## src/rtl/pipeline_control_if.sv

```systemverilog
// Fetch-side bus between the PC/instruction-memory unit (master) and pipeline_control (slave).
interface pipeline_control_if #(
    parameter int unsigned PC_W = 8
);
    logic [7:0]      if_instr;
    logic [PC_W-1:0] if_pc;
    logic            pc_en;
    logic            pc_load;
    logic [PC_W-1:0] pc_target;

    modport master (output if_instr, if_pc, input pc_en, pc_load, pc_target);
    modport slave  (input if_instr, if_pc, output pc_en, pc_load, pc_target);
endinterface

```

## src/rtl/pipeline_control.sv

```systemverilog
// Sequencing for the 4-stage IF/ID/EX/WB pipeline: stage valids, jump redirect in ID,
// operand forwarding selects and a run/drain/halt/step debug FSM.
module pipeline_control #(
    parameter int unsigned PC_W = 8
) (
    input  logic               clk,
    input  logic               reset,
    pipeline_control_if.slave  fetch,
    input  logic               run_req,
    input  logic               halt_req,
    input  logic               step_req,
    output logic [7:0]         id_instr,
    output logic               id_valid,
    output logic               ex_valid,
    output logic               wb_valid,
    output logic [1:0]         fwd_a_sel,
    output logic [1:0]         fwd_b_sel,
    output logic               wb_we,
    output logic               halted,
    output logic [1:0]         state
);

    typedef enum logic [1:0] {
        RUN    = 2'b00,
        DRAIN  = 2'b01,
        HALTED = 2'b10,
        STEP   = 2'b11
    } state_e;

    state_e          state_q, state_d;
    logic [PC_W-1:0] id_pc;
    logic [PC_W-7:0] jump_page;
    logic [2:0]      id_rd, id_rs, ex_rd, wb_rd;
    logic            ex_writes, wb_writes;
    logic            fetch_en, jump_id;

    function automatic logic [1:0] fwd_sel(input logic [2:0] r,
                                           input logic ex_w, input logic [2:0] ex_r,
                                           input logic wb_w, input logic [2:0] wb_r);
        if (ex_w && ex_r == r)      return 2'b01;
        else if (wb_w && wb_r == r) return 2'b10;
        else                        return 2'b00;
    endfunction

    assign fetch_en = (state_q == RUN) || (state_q == STEP);
    assign jump_id  = id_valid & id_instr[7];
    assign id_rd    = id_instr[5:3];
    assign id_rs    = id_instr[2:0];

    // Upper bits of id_pc+1: the page only advances when the low six bits carry out.
    assign jump_page = id_pc[PC_W-1:6] + (PC_W-6)'(&id_pc[5:0]);

    assign fetch.pc_load   = jump_id;
    assign fetch.pc_target = {jump_page, id_instr[5:0]};
    assign fetch.pc_en     = reset & (fetch_en | jump_id);

    assign wb_we  = wb_valid & wb_writes;
    assign halted = (state_q == HALTED);
    assign state  = state_q;

    always_comb begin
        fwd_a_sel = '0;
        fwd_b_sel = '0;
        if (id_valid) begin
            fwd_a_sel = fwd_sel(id_rd, ex_writes, ex_rd, wb_writes, wb_rd);
            fwd_b_sel = fwd_sel(id_rs, ex_writes, ex_rd, wb_writes, wb_rd);
        end
    end

    always_ff @(posedge clk or negedge reset) begin
        if (!reset) state_q <= RUN;
        else        state_q <= state_d;
    end

    always_comb begin
        state_d = state_q;
        case (state_q)
            RUN:    if (halt_req) state_d = DRAIN;
            DRAIN: begin
                if (run_req)                     state_d = RUN;
                else if (!id_valid && !ex_valid) state_d = HALTED;
            end
            HALTED: begin
                if (run_req)       state_d = RUN;
                else if (step_req) state_d = STEP;
            end
            STEP:   state_d = DRAIN;
            default: state_d = RUN;
        endcase
    end

    always_ff @(posedge clk or negedge reset) begin
        if (!reset) begin
            id_instr  <= '0;
            id_pc     <= '0;
            id_valid  <= 1'b0;
            ex_valid  <= 1'b0;
            ex_rd     <= '0;
            ex_writes <= 1'b0;
            wb_valid  <= 1'b0;
            wb_rd     <= '0;
            wb_writes <= 1'b0;
        end else begin
            if (fetch_en && !jump_id) begin
                id_instr <= fetch.if_instr;
                id_pc    <= fetch.if_pc;
                id_valid <= 1'b1;
            end else begin
                id_valid <= 1'b0;
            end
            ex_valid  <= id_valid;
            ex_rd     <= id_rd;
            ex_writes <= id_valid & ~id_instr[7];
            wb_valid  <= ex_valid;
            wb_rd     <= ex_rd;
            wb_writes <= ex_writes;
        end
    end

endmodule

```

## src/flat_wrapper.sv

```systemverilog
// flat-port wrapper written by rule: the top's interface ports become plain ports
module pipeline_control_flat 
#(
    parameter int unsigned PC_W = 8
)
  (clk, reset, run_req, halt_req, step_req, id_instr, id_valid, ex_valid, wb_valid, fwd_a_sel, fwd_b_sel, wb_we, halted, state, fetch_if_instr, fetch_if_pc, fetch_pc_en, fetch_pc_load, fetch_pc_target);
  pipeline_control_if #(.PC_W(PC_W)) fetch_i ();
  input  logic clk;
  input  logic reset;
  input  logic run_req;
  input  logic halt_req;
  input  logic step_req;
  output logic [7:0] id_instr;
  output logic id_valid;
  output logic ex_valid;
  output logic wb_valid;
  output logic [1:0] fwd_a_sel;
  output logic [1:0] fwd_b_sel;
  output logic wb_we;
  output logic halted;
  output logic [1:0] state;
  input wire logic [$bits(fetch_i.if_instr)-1:0] fetch_if_instr;
  input wire logic [$bits(fetch_i.if_pc)-1:0] fetch_if_pc;
  output wire logic [$bits(fetch_i.pc_en)-1:0] fetch_pc_en;
  output wire logic [$bits(fetch_i.pc_load)-1:0] fetch_pc_load;
  output wire logic [$bits(fetch_i.pc_target)-1:0] fetch_pc_target;
  assign fetch_i.if_instr = fetch_if_instr;
  assign fetch_i.if_pc = fetch_if_pc;
  assign fetch_pc_en = fetch_i.pc_en;
  assign fetch_pc_load = fetch_i.pc_load;
  assign fetch_pc_target = fetch_i.pc_target;
  pipeline_control #(.PC_W(PC_W)) u_core (.clk(clk), .reset(reset), .fetch(fetch_i), .run_req(run_req), .halt_req(halt_req), .step_req(step_req), .id_instr(id_instr), .id_valid(id_valid), .ex_valid(ex_valid), .wb_valid(wb_valid), .fwd_a_sel(fwd_a_sel), .fwd_b_sel(fwd_b_sel), .wb_we(wb_we), .halted(halted), .state(state));
endmodule
```

## config.mk

```make
export PLATFORM = sky130hd
export DESIGN_NAME = pipeline_control_flat
export DESIGN_NICKNAME = d
export VERILOG_FILES = /design/src/rtl/pipeline_control_if.sv /design/src/rtl/pipeline_control.sv /design/src/flat_wrapper.sv
export SDC_FILE = /design/constraint.sdc
export NUM_CORES = 1
export LEC_CHECK = 0
export ABC_CLOCK_PERIOD_IN_PS = 4900
export CORE_MARGIN = 5
export CORE_UTILIZATION = 47
export DETAILED_ROUTE_END_ITERATION = 8
export GPL_TIMING_DRIVEN = 0
export PLACE_DENSITY = 0.84
export SLEW_MARGIN = 15
export SYNTH_ARGS = -nofsm -noshare
export SYNTH_HDL_FRONTEND = slang
export SYNTH_SLANG_ARGS = --single-unit
```

## constraint.sdc

```tcl
create_clock -name clk -period 4.9 [get_ports clk]
set_input_delay 0.49 -clock clk [delete_from_list [all_inputs] [get_ports clk]]
set_output_delay 0.49 -clock clk [all_outputs]
set_load 0.01 [all_outputs]
```

==> results_dict.tcl, run 1 <==
set metrics [dict create \
    cpPeakStageDelay_ns 0.56 \
    area_growth_pct 43.0 \
    endpoint_kind "output port" \
    nNetsFinal 183 \
    postPlaceCellArea_um2 1860 \
    hold_violations 0 \
    period_needed_ns 2.66 \
    p_seq_frac 0.371 \
    setup_tns_ns 0 \
    vdd.ir_drop.worst_mv 0.537 \
    synth.distinct_cells 27 \
    layout_common_cells "clkdlybuf4s50_1, dfrtp_1, mux2_2, xor2_1, buf_4" \
    row_count 19 \
    ys_ff_latch 29 \
    cp_cell_sequence "xor2_1, or4_1, a21oi_1, clkdlybuf4s50_1" \
    p_clk_frac 0.104 \
    yosysTopAreaCellShare 0.543 \
    portBuffers 49 \
    fin_area_um2 1910 \
    wl_per_cell_um 15.5 \
    grt-ovfl-total 0 \
    dieWidth_um 63.3 \
    cts_setup_buffers 0 \
    cts.clk_slew.worst_paths_ns 0.09 \
    syn-mean-instance-area_um2 13.1 \
    relSlewSlack 0.575 \
    rsz0062_at_grt "false" \
    pre_cts_ws_ns 2.54 \
    drc_errors 0 \
    status "completed" \
    finalWorstSetupSlack_ns 2.24 \
    initial_core_util 0.489 \
    cp-start-kind "register" \
    die_area_um2 4010 \
    worst_pin_slew_ns 0.638 \
    synthesis.nets 127 \
    hold_path_class "in -> async" \
    p_sw_mw 0.467 \
    grt_max_degree 31 \
    power.density_nw_per_um2 676 \
    grt_pass1_vias 1111 \
    comb_power_share 0.525 \
    routed_wl_mm 2.94 \
    r2r_slack_ns 3.16 \
    cts_buffers 5 \
    die_h_um 63.3 \
    cts_resized 0 \
    finalCritPeriodShare 0.542 \
    p_sw_frac 0.361 \
    arrival_ns 2.17 \
    drt_iter0_drc 20 \
    cts_buffer_depth 2 \
    first_pass_iters 2 \
    skew_ns 0.00375 \
    io_pins 50 \
    fmax_mhz 376 \
    maxSlewViolCount 0 \
    synthTopCellsByArea "dfrtp_1, mux2_2, xor2_1" \
    drive_above_1_share 0.208 \
    clock_latency_ns 0.32 \
    placed_cells 182 \
    cp.required_ns 4.41 \
    cap_violations 0 \
    finalSetupViolCount 0 \
    synth_cells 102 \
    ctsHoldBuffers 0 \
    yosys.area.top_type "dfrtp_1" \
    crit_slowest_cell "clkdlybuf4s50_1" \
    dp_hpwl_mm 2.43 \
    drtAntennaViolNets 0 \
    fillers 213 \
    timing.rr.start "u_core.state[0]" \
    viasPerCell 5.15 \
    via_count 979 \
    numClockSinks 29 \
    internal_power_mw 0.827 \
    power_leakage_nw 0.820 \
    antenna_found_initial 0 \
    place_congestion 0.764 \
    cts_tree "built" \
    syn-cell-area_um2 1340 \
    stdcell_count 190 \
    grt_pass1_wl_mm 5.06 \
    path_class "reg -> out" \
    synth-seq-area-share 0.543 \
    htree_num_levels 2 \
    rr_worst_depth 5 \
    grtUsageTotal 0.163 \
    path_max_fanout 5 \
    final_common_cell "clkdlybuf4s50_1" \
    rr_endpoint "u_core.id_pc[0]" \
    coreArea_um2 2730 \
    antenna_cells 0 \
    root_buffer "clkbuf_4" \
    yosys_warnings 0 \
]
-- flip-flops by register name, indices dropped and copies added (netlist names) --
name              count
u_core.state          2
u_core.id_instr       8
u_core.wb_writes      1
u_core.id_pc          8
u_core.wb_rd          3
u_core.ex_writes      1
u_core.ex_valid       1
u_core.wb_valid       1
u_core.id_valid       1
u_core.ex_rd          3
-- cell families (layout without fill, tap and decap cells) --
logic type                 count (synthesis)  in the layout  share of synthesized area
and+or+nand+nor                           18             18                     0.0795
adders and majority gates                  4              4                     0.0374
xor gates and xnor gates                  13             13                     0.0851
buffers and inverters                     11             68                     0.0533
AOI/OAI and AO/OA                          9              9                     0.0524
DFF                                       29             29                      0.543
muxes                                     18             18                      0.150
-- worst max-delay path by stage --
stage,start,to,slack [ns],cells after the start
after floorplan,u_core.id_instr[2],fwd_b_sel[1],3.08,3
after global placement,reset,fetch_pc_en,1.71,3
after detailed placement,reset,fetch_pc_en,2.54,3
after CTS,u_core.id_instr[4],fwd_a_sel[1],2.23,4
after global routing,u_core.id_instr[2],fwd_b_sel[1],2.12,4
final,u_core.id_instr[2],fwd_b_sel[1],2.24,4
-- power by group through the flow --
stage	sequential (mW)	combinational, mW	clock (mW)
6_report	0.480	0.679	0.134
5_1_grt	0.504	0.737	0.152
4_1_cts	0.484	0.693	0.139
3_5_place_dp	0.489	0.691	0
3_3_place_gp	0.475	0.663	0
2_1_floorplan	0.484	0.381	0
-- worst max-delay path: cells and delay by family, from the launching register on --
family	cells	cell delay, ns
AOI/OAI and AO/OA	1	0.15
xor gates and xnor gates	1	0.18
buffers and inverters	1	0.56
DFF	1	0.45
and+or+nand+nor	1	0.52
-- cell type report --
type / instances / area (µm²) / share of cell area
sequential: 29 / 726 / 0.379
multi-input combinational: 62 / 541 / 0.283
timing repair buffer: 49 / 485 / 0.254
buffer: 7 / 56.3 / 0.0294
clock buffer: 6 / 41.3 / 0.0216
tap: 31 / 38.8 / 0.0203
inverter: 4 / 15.0 / 0.00785
clock inverter: 2 / 10.0 / 0.00523
-- cells in the mapped netlist --
cell type / number
or4_1: 2
nand4_1: 1
mux2i_1: 2
dfrtp_1: 29
a21oi_1: 2
buf_4: 6
buf_6: 1
inv_1: 4
and2_1: 1
nand2b_1: 1
o21ba_2: 1
a2111o_1: 1
nor2_1: 1
o32a_1: 1
nor4_1: 2
nor3_1: 2
o21ai_0: 1
ha_1: 4
nor2b_1: 2
a21boi_0: 1
a211oi_1: 1
xor2_1: 13
nor2_4: 1
nand2_1: 4
nor3b_1: 1
mux2_2: 16
a221oi_1: 1
-- per-layer routing --
layer	share of wire	vias to the layer above	track usage
li1	-	464	-
met1	0.34	481	0.163
met2	0.58	27	0.303
met3	0.055	7	0.0515
met4	0.017	0	0.0701
met5	0	-	0
-- stage by stage --
step | hold WS, ns | total power [mW] | util
floorplan | 0.194 | 0.865 | -
global placement | 0.394 | 1.14 | 0.683
detailed placement | 0.395 | 1.18 | 0.681
CTS | 0.194 | 1.32 | 0.700
global route | 0.227 | 1.39 | 0.700
finish | 0.184 | 1.29 | 0.700
Note: power is estimated with default switching activity, not from simulation.
==> inputs of run 2 (changes only) <==
--- a/config.mk
+++ b/config.mk
@@ -5,12 +5,12 @@
 export SDC_FILE = /design/constraint.sdc
 export NUM_CORES = 1
 export LEC_CHECK = 0
-export ABC_CLOCK_PERIOD_IN_PS = 4900
+export ABC_CLOCK_PERIOD_IN_PS = 2500
 export CORE_MARGIN = 5
-export CORE_UTILIZATION = 47
+export CORE_UTILIZATION = 43
 export DETAILED_ROUTE_END_ITERATION = 8
 export GPL_TIMING_DRIVEN = 0
-export PLACE_DENSITY = 0.84
+export PLACE_DENSITY = 0.78
 export SLEW_MARGIN = 15
 export SYNTH_ARGS = -nofsm -noshare
 export SYNTH_HDL_FRONTEND = slang
==> constraint.sdc (replaced) <==
create_clock -name clk -period 2.5 [get_ports clk]
set_input_delay 0.25 -clock clk [delete_from_list [all_inputs] [get_ports clk]]
set_output_delay 0.25 -clock clk [all_outputs]
set_load 0.01 [all_outputs]
==> results_dict.tcl, run 2 (synthesized netlist as in run 1, its figures left out) <==
set metrics [dict create \
    status "completed" \
    layout_common_cells "clkdlybuf4s50_1, dfrtp_1, mux2_2, xor2_1" \
    stdcell_count 204 \
    cts_buffer_depth 2 \
    cap_violations 0 \
    worstSetupStartpoint "u_core.id_instr[2]" \
    io_pins 50 \
    power.density_nw_per_um2 1300 \
    root_buffer "clkbuf_4" \
    cts_tree "built" \
    antenna_found_initial 0 \
    fillers 254 \
    first_pass_iters 2 \
    grt_pass1_wl_mm 4.46 \
    pre_cts_ws_ns 0.449 \
    relSlewSlack 0.740 \
    clock_latency_ns 0.31 \
    skew_ns 0.00668 \
    finalCritPeriodShare 0.955 \
    rsz0062_at_grt "false" \
    die_h_um 65.8 \
    drive_above_1_share 0.194 \
    row_count 20 \
    coreArea_um2 3030 \
    via_count 962 \
    timing.rr.start "u_core.state[0]" \
    final_common_cell "clkdlybuf4s50_1" \
    worstHoldStart "u_core.ex_valid" \
    nNetsFinal 184 \
    cp-start-kind "register" \
    grt_pass1_vias 992 \
    finalSetupViolCount 0 \
    top_regs "u_core.id_instr (8), u_core.id_pc (8)" \
    drtAntennaViolNets 0 \
    endpoint_kind "output port" \
    worst_pin_slew_ns 0.390 \
    grtUsageTotal 0.137 \
    viasPerCell 4.72 \
    wl_per_cell_um 13.4 \
    path_class "reg -> out" \
    numClockSinks 29 \
    drt_iter0_drc 30 \
    drc_errors 0 \
    maxSlewViolCount 0 \
    portBuffers 49 \
    hold_path_class "reg -> reg" \
    vdd.ir_drop.worst_mv 0.520 \
    grt_max_degree 31 \
    dieWidth_um 65.8 \
    power_mw 2.52 \
    placed_cells 195 \
    dp_hpwl_mm 2.16 \
    r2r_slack_ns 0.77 \
    die_area_um2 4330 \
    path_max_fanout 5 \
    finalWorstSetupSlack_ns 0.113 \
    setup_tns_ns 0 \
    power_leakage_nw 0.820 \
    cp.required_ns 2.25 \
    grt-ovfl-total 0 \
    initial_core_util 0.442 \
    antenna_cells 0 \
    area_growth_pct 45.0 \
    fmax_mhz 419 \
    period_needed_ns 2.39 \
    cts.clk_slew.worst_paths_ns 0.08 \
    place_congestion 0.799 \
    hold_violations 0 \
    htree_num_levels 2 \
    routed_wl_mm 2.73 \
    arrival_ns 2.14 \
    cts_buffers 5 \
]
## run 2: cell count changes in the layout (fill, tap and decap cells not counted), sizes merged
cell	change
clkbuf	+3
clkinv	-2
buf	-1
dlygate4sd3	+1
## run 2: routing by layer
metal,global-route usage,wire [µm],vias up
met5,0,0,-
met4,0.0699,42,0
met3,0.0425,155,5
li1,-,-,467
met1,0.152,1130,465
met2,0.234,1400,25
## run 2: timing repair
action	4_1_cts	5_1_grt
setup endpoints to repair	0	1
resized for setup	0	1
hold buffers	1	0
hold endpoints to repair	29	0
buffers inserted	0	0
## run 2: cell type report
class	instances	area, µm²	share of cell area
sequential	29	726	0.374
multi-input combinational	62	541	0.279
timing repair buffer	50	498	0.257
buffer	7	56.3	0.0290
tap	44	55.1	0.0284
clock buffer	8	48.8	0.0252
inverter	4	15.0	0.00774
## run 2: where the power goes
part	switching, mW	internal, mW
Combinational	0.520	0.807
Sequential	0.233	0.707
Clock	0.145	0.112
## run 2: critical path: stages, from the launching register on
cell	delay (ns)
dfrtp_1	0.45
xor2_1	0.18
or4_1	0.52
a21oi_1	0.13
clkdlybuf4s50_1	0.55
## run 2: final timing paths
path / end / depth (start not counted)
setup / recovery: fwd_b_sel[1] / 4
min in group asynchronous: u_core.ex_rd[0] / 2
hold reg to reg: u_core.wb_valid / 0
hold / removal: u_core.wb_valid / 0
setup reg to reg: u_core.id_pc[3] / 5
max in group asynchronous: u_core.id_instr[0] / 2
## run 2: through the flow
stage	cell area (µm²)	hold slack [ns]	util
floorplan	1340	-0.0456	-
global placement	1880	0.392	0.622
detailed placement	1880	0.310	0.620
CTS	1940	0.411	0.640
global route	1940	0.434	0.640
finish	1940	0.408	0.640
==> inputs of run 3 (changes only) <==
--- a/config.mk
+++ b/config.mk
@@ -7,10 +7,11 @@
 export LEC_CHECK = 0
 export ABC_CLOCK_PERIOD_IN_PS = 2500
 export CORE_MARGIN = 5
-export CORE_UTILIZATION = 43
+export CORE_UTILIZATION = 35
 export DETAILED_ROUTE_END_ITERATION = 8
 export GPL_TIMING_DRIVEN = 0
-export PLACE_DENSITY = 0.78
+export PLACE_DENSITY = 0.66
+export REMOVE_ABC_BUFFERS = 1
 export SLEW_MARGIN = 15
 export SYNTH_ARGS = -nofsm -noshare
 export SYNTH_HDL_FRONTEND = slang
==> results_dict.tcl, run 3 (synthesized netlist as in run 1, its figures left out) <==
set metrics [dict create \
    status "finished with violations" \
    violations "hold timing" \
    period_needed_ns 2.34 \
    clock_latency_ns 0.28 \
    portBuffers 49 \
    setup_tns_ns 0 \
    initial_core_util 0.363 \
    routed_wl_mm 2.79 \
    antenna_cells 0 \
    coreArea_um2 3690 \
    comb_power_share 0.447 \
    root_buffer "clkbuf_8" \
    crit_buf_inv 1 \
    nNetsFinal 176 \
    grtUsageTotal 0.114 \
    critPathTopFamily "buffers and inverters" \
    via_count 938 \
    numClockSinks 29 \
    top_regs "u_core.id_instr (8), u_core.id_pc (8)" \
    relSlewSlack 0.558 \
    io_pins 50 \
    cts.clk_slew.worst_paths_ns 0.06 \
    drtAntennaViolNets 0 \
    p_seq_frac 0.344 \
    path_max_fanout 6 \
    p_sw_frac 0.331 \
    area_growth_pct 46.8 \
    holdWs_ns -0.00199 \
    viasPerCell 4.69 \
    finalSetupViolCount 0 \
    power.density_nw_per_um2 1390 \
    crit_slowest_cell "clkdlybuf4s50_1" \
    grt_max_degree 31 \
    die_area_um2 5160 \
    antenna_found_initial 0 \
    drive_above_1_share 0.178 \
    worst_pin_slew_ns 0.663 \
    first_pass_iters 4 \
    endpoint_kind "output port" \
    grt_pass1_wl_mm 4.46 \
    fmax_mhz 427 \
    vdd.ir_drop.worst_mv 0.666 \
    skew_ns 0.00688 \
    wl_per_cell_um 14.0 \
    drc_errors 0 \
    worstSetupStartpoint "u_core.id_instr[4]" \
    final_common_cell "clkdlybuf4s50_1" \
    dp_hpwl_mm 2.17 \
    cts_tree "built" \
    maxSlewViolCount 0 \
    hold_path_class "in -> async" \
    p_sw_mw 0.904 \
    cts_buffers 5 \
    cp_cell_sequence "xor2_1, or4_1, a21oi_1, clkdlybuf4s50_1" \
    htree_num_levels 2 \
    finalCritPeriodShare 0.936 \
    path_class "reg -> out" \
    cap_violations 0 \
    drt_iter0_drc 37 \
    layout_common_cells "clkdlybuf4s50_1, dfrtp_1, mux2_2, xor2_1, clkbuf_8" \
    rsz0062_at_grt "false" \
    power_mw 2.73 \
    cts_buffer_depth 2 \
    p_clk_frac 0.210 \
    cp.required_ns 2.25 \
    power_leakage_nw 0.840 \
    timing.rr.start "u_core.state[0]" \
    row_count 22 \
    arrival_ns 2.09 \
    cpPeakStageDelay_ns 0.56 \
    cp-start-kind "register" \
    grt_pass1_vias 967 \
    hold_violations 1 \
    grt-ovfl-total 0 \
    dieWidth_um 71.8 \
    place_congestion 0.746 \
    fin_util 0.532 \
    internal_power_mw 1.83 \
    die_h_um 71.8 \
]
[run 3: cell count changes in the layout (fill, tap and decap cells not counted), sizes merged]
cell	previous run	this run
clkinv	0	1
buf	7	1
bufinv	0	2
dlygate4sd3	1	0
clkdlybuf4s50	48	47
clkbuf	9	5
dlymetal6s2s	0	1
[run 3: worst paths after layout]
path,cells after the start,end,slack [ns]
hold reg to reg,0,u_core.wb_valid,0.42
max in group asynchronous,1,u_core.wb_writes,2.07
min in group clk,0,u_core.wb_valid,0.42
setup reg to reg,4,u_core.id_instr[1],0.73
hold / removal,1,u_core.id_pc[7],-0.002
setup / recovery,4,fwd_a_sel[1],0.16
[run 3: final cells by class]
type / count / area (µm²)
Sequential cell: 29 / 726
Timing Repair Buffer: 49 / 488
Multi-Input combinational cell: 62 / 541
Inverter: 4 / 15.0
Tap cell: 48 / 60.1
Fill cell: 330 / 1730
Clock inverter: 3 / 65.1
Clock buffer: 5 / 68.8
[run 3: per-stage QoR]
step	worst slack, ns	instances	instance area [µm²]
2_1_floorplan	0.857	95	1280
3_3_place_gp	-0.215	192	1830
3_5_place_dp	0.368	192	1830
4_1_cts	0.0450	200	1960
5_1_grt	0.0873	200	1960
6_report	0.159	200	1960
[run 3: power by group through the flow]
stage / registers, mW / clock network, mW / logic, mW
global placement: 0.935 / 0 / 1.21
detailed placement: 0.955 / 0 / 1.24
finish: 0.939 / 0.572 / 1.22
global route: 0.977 / 0.607 / 1.32
floorplan: 0.977 / 0 / 0.622
CTS: 0.946 / 0.588 / 1.24
[run 3: layer usage]
metal | part of all wire | vias to the layer above | GRT usage
met3 | 0.077 | 4 | 0.0505
met4 | 0.013 | 0 | 0.0438
li1 | - | 447 | -
met1 | 0.43 | 455 | 0.135
met2 | 0.48 | 32 | 0.182
met5 | 0 | - | 0
[run 3: worst reg2reg max path: stages, from the launching register on]
cell,delay (ns)
dfrtp_1,0.39
inv_1,0.08
ha_1,0.36
nor2_4,0.42
mux2_2,0.40
[run 3: repair_timing]
item	4_1_cts	5_1_grt
setup endpoints to repair	0	1
setup buffers	0	0
hold buffers	0	0
gates resized for setup	0	1
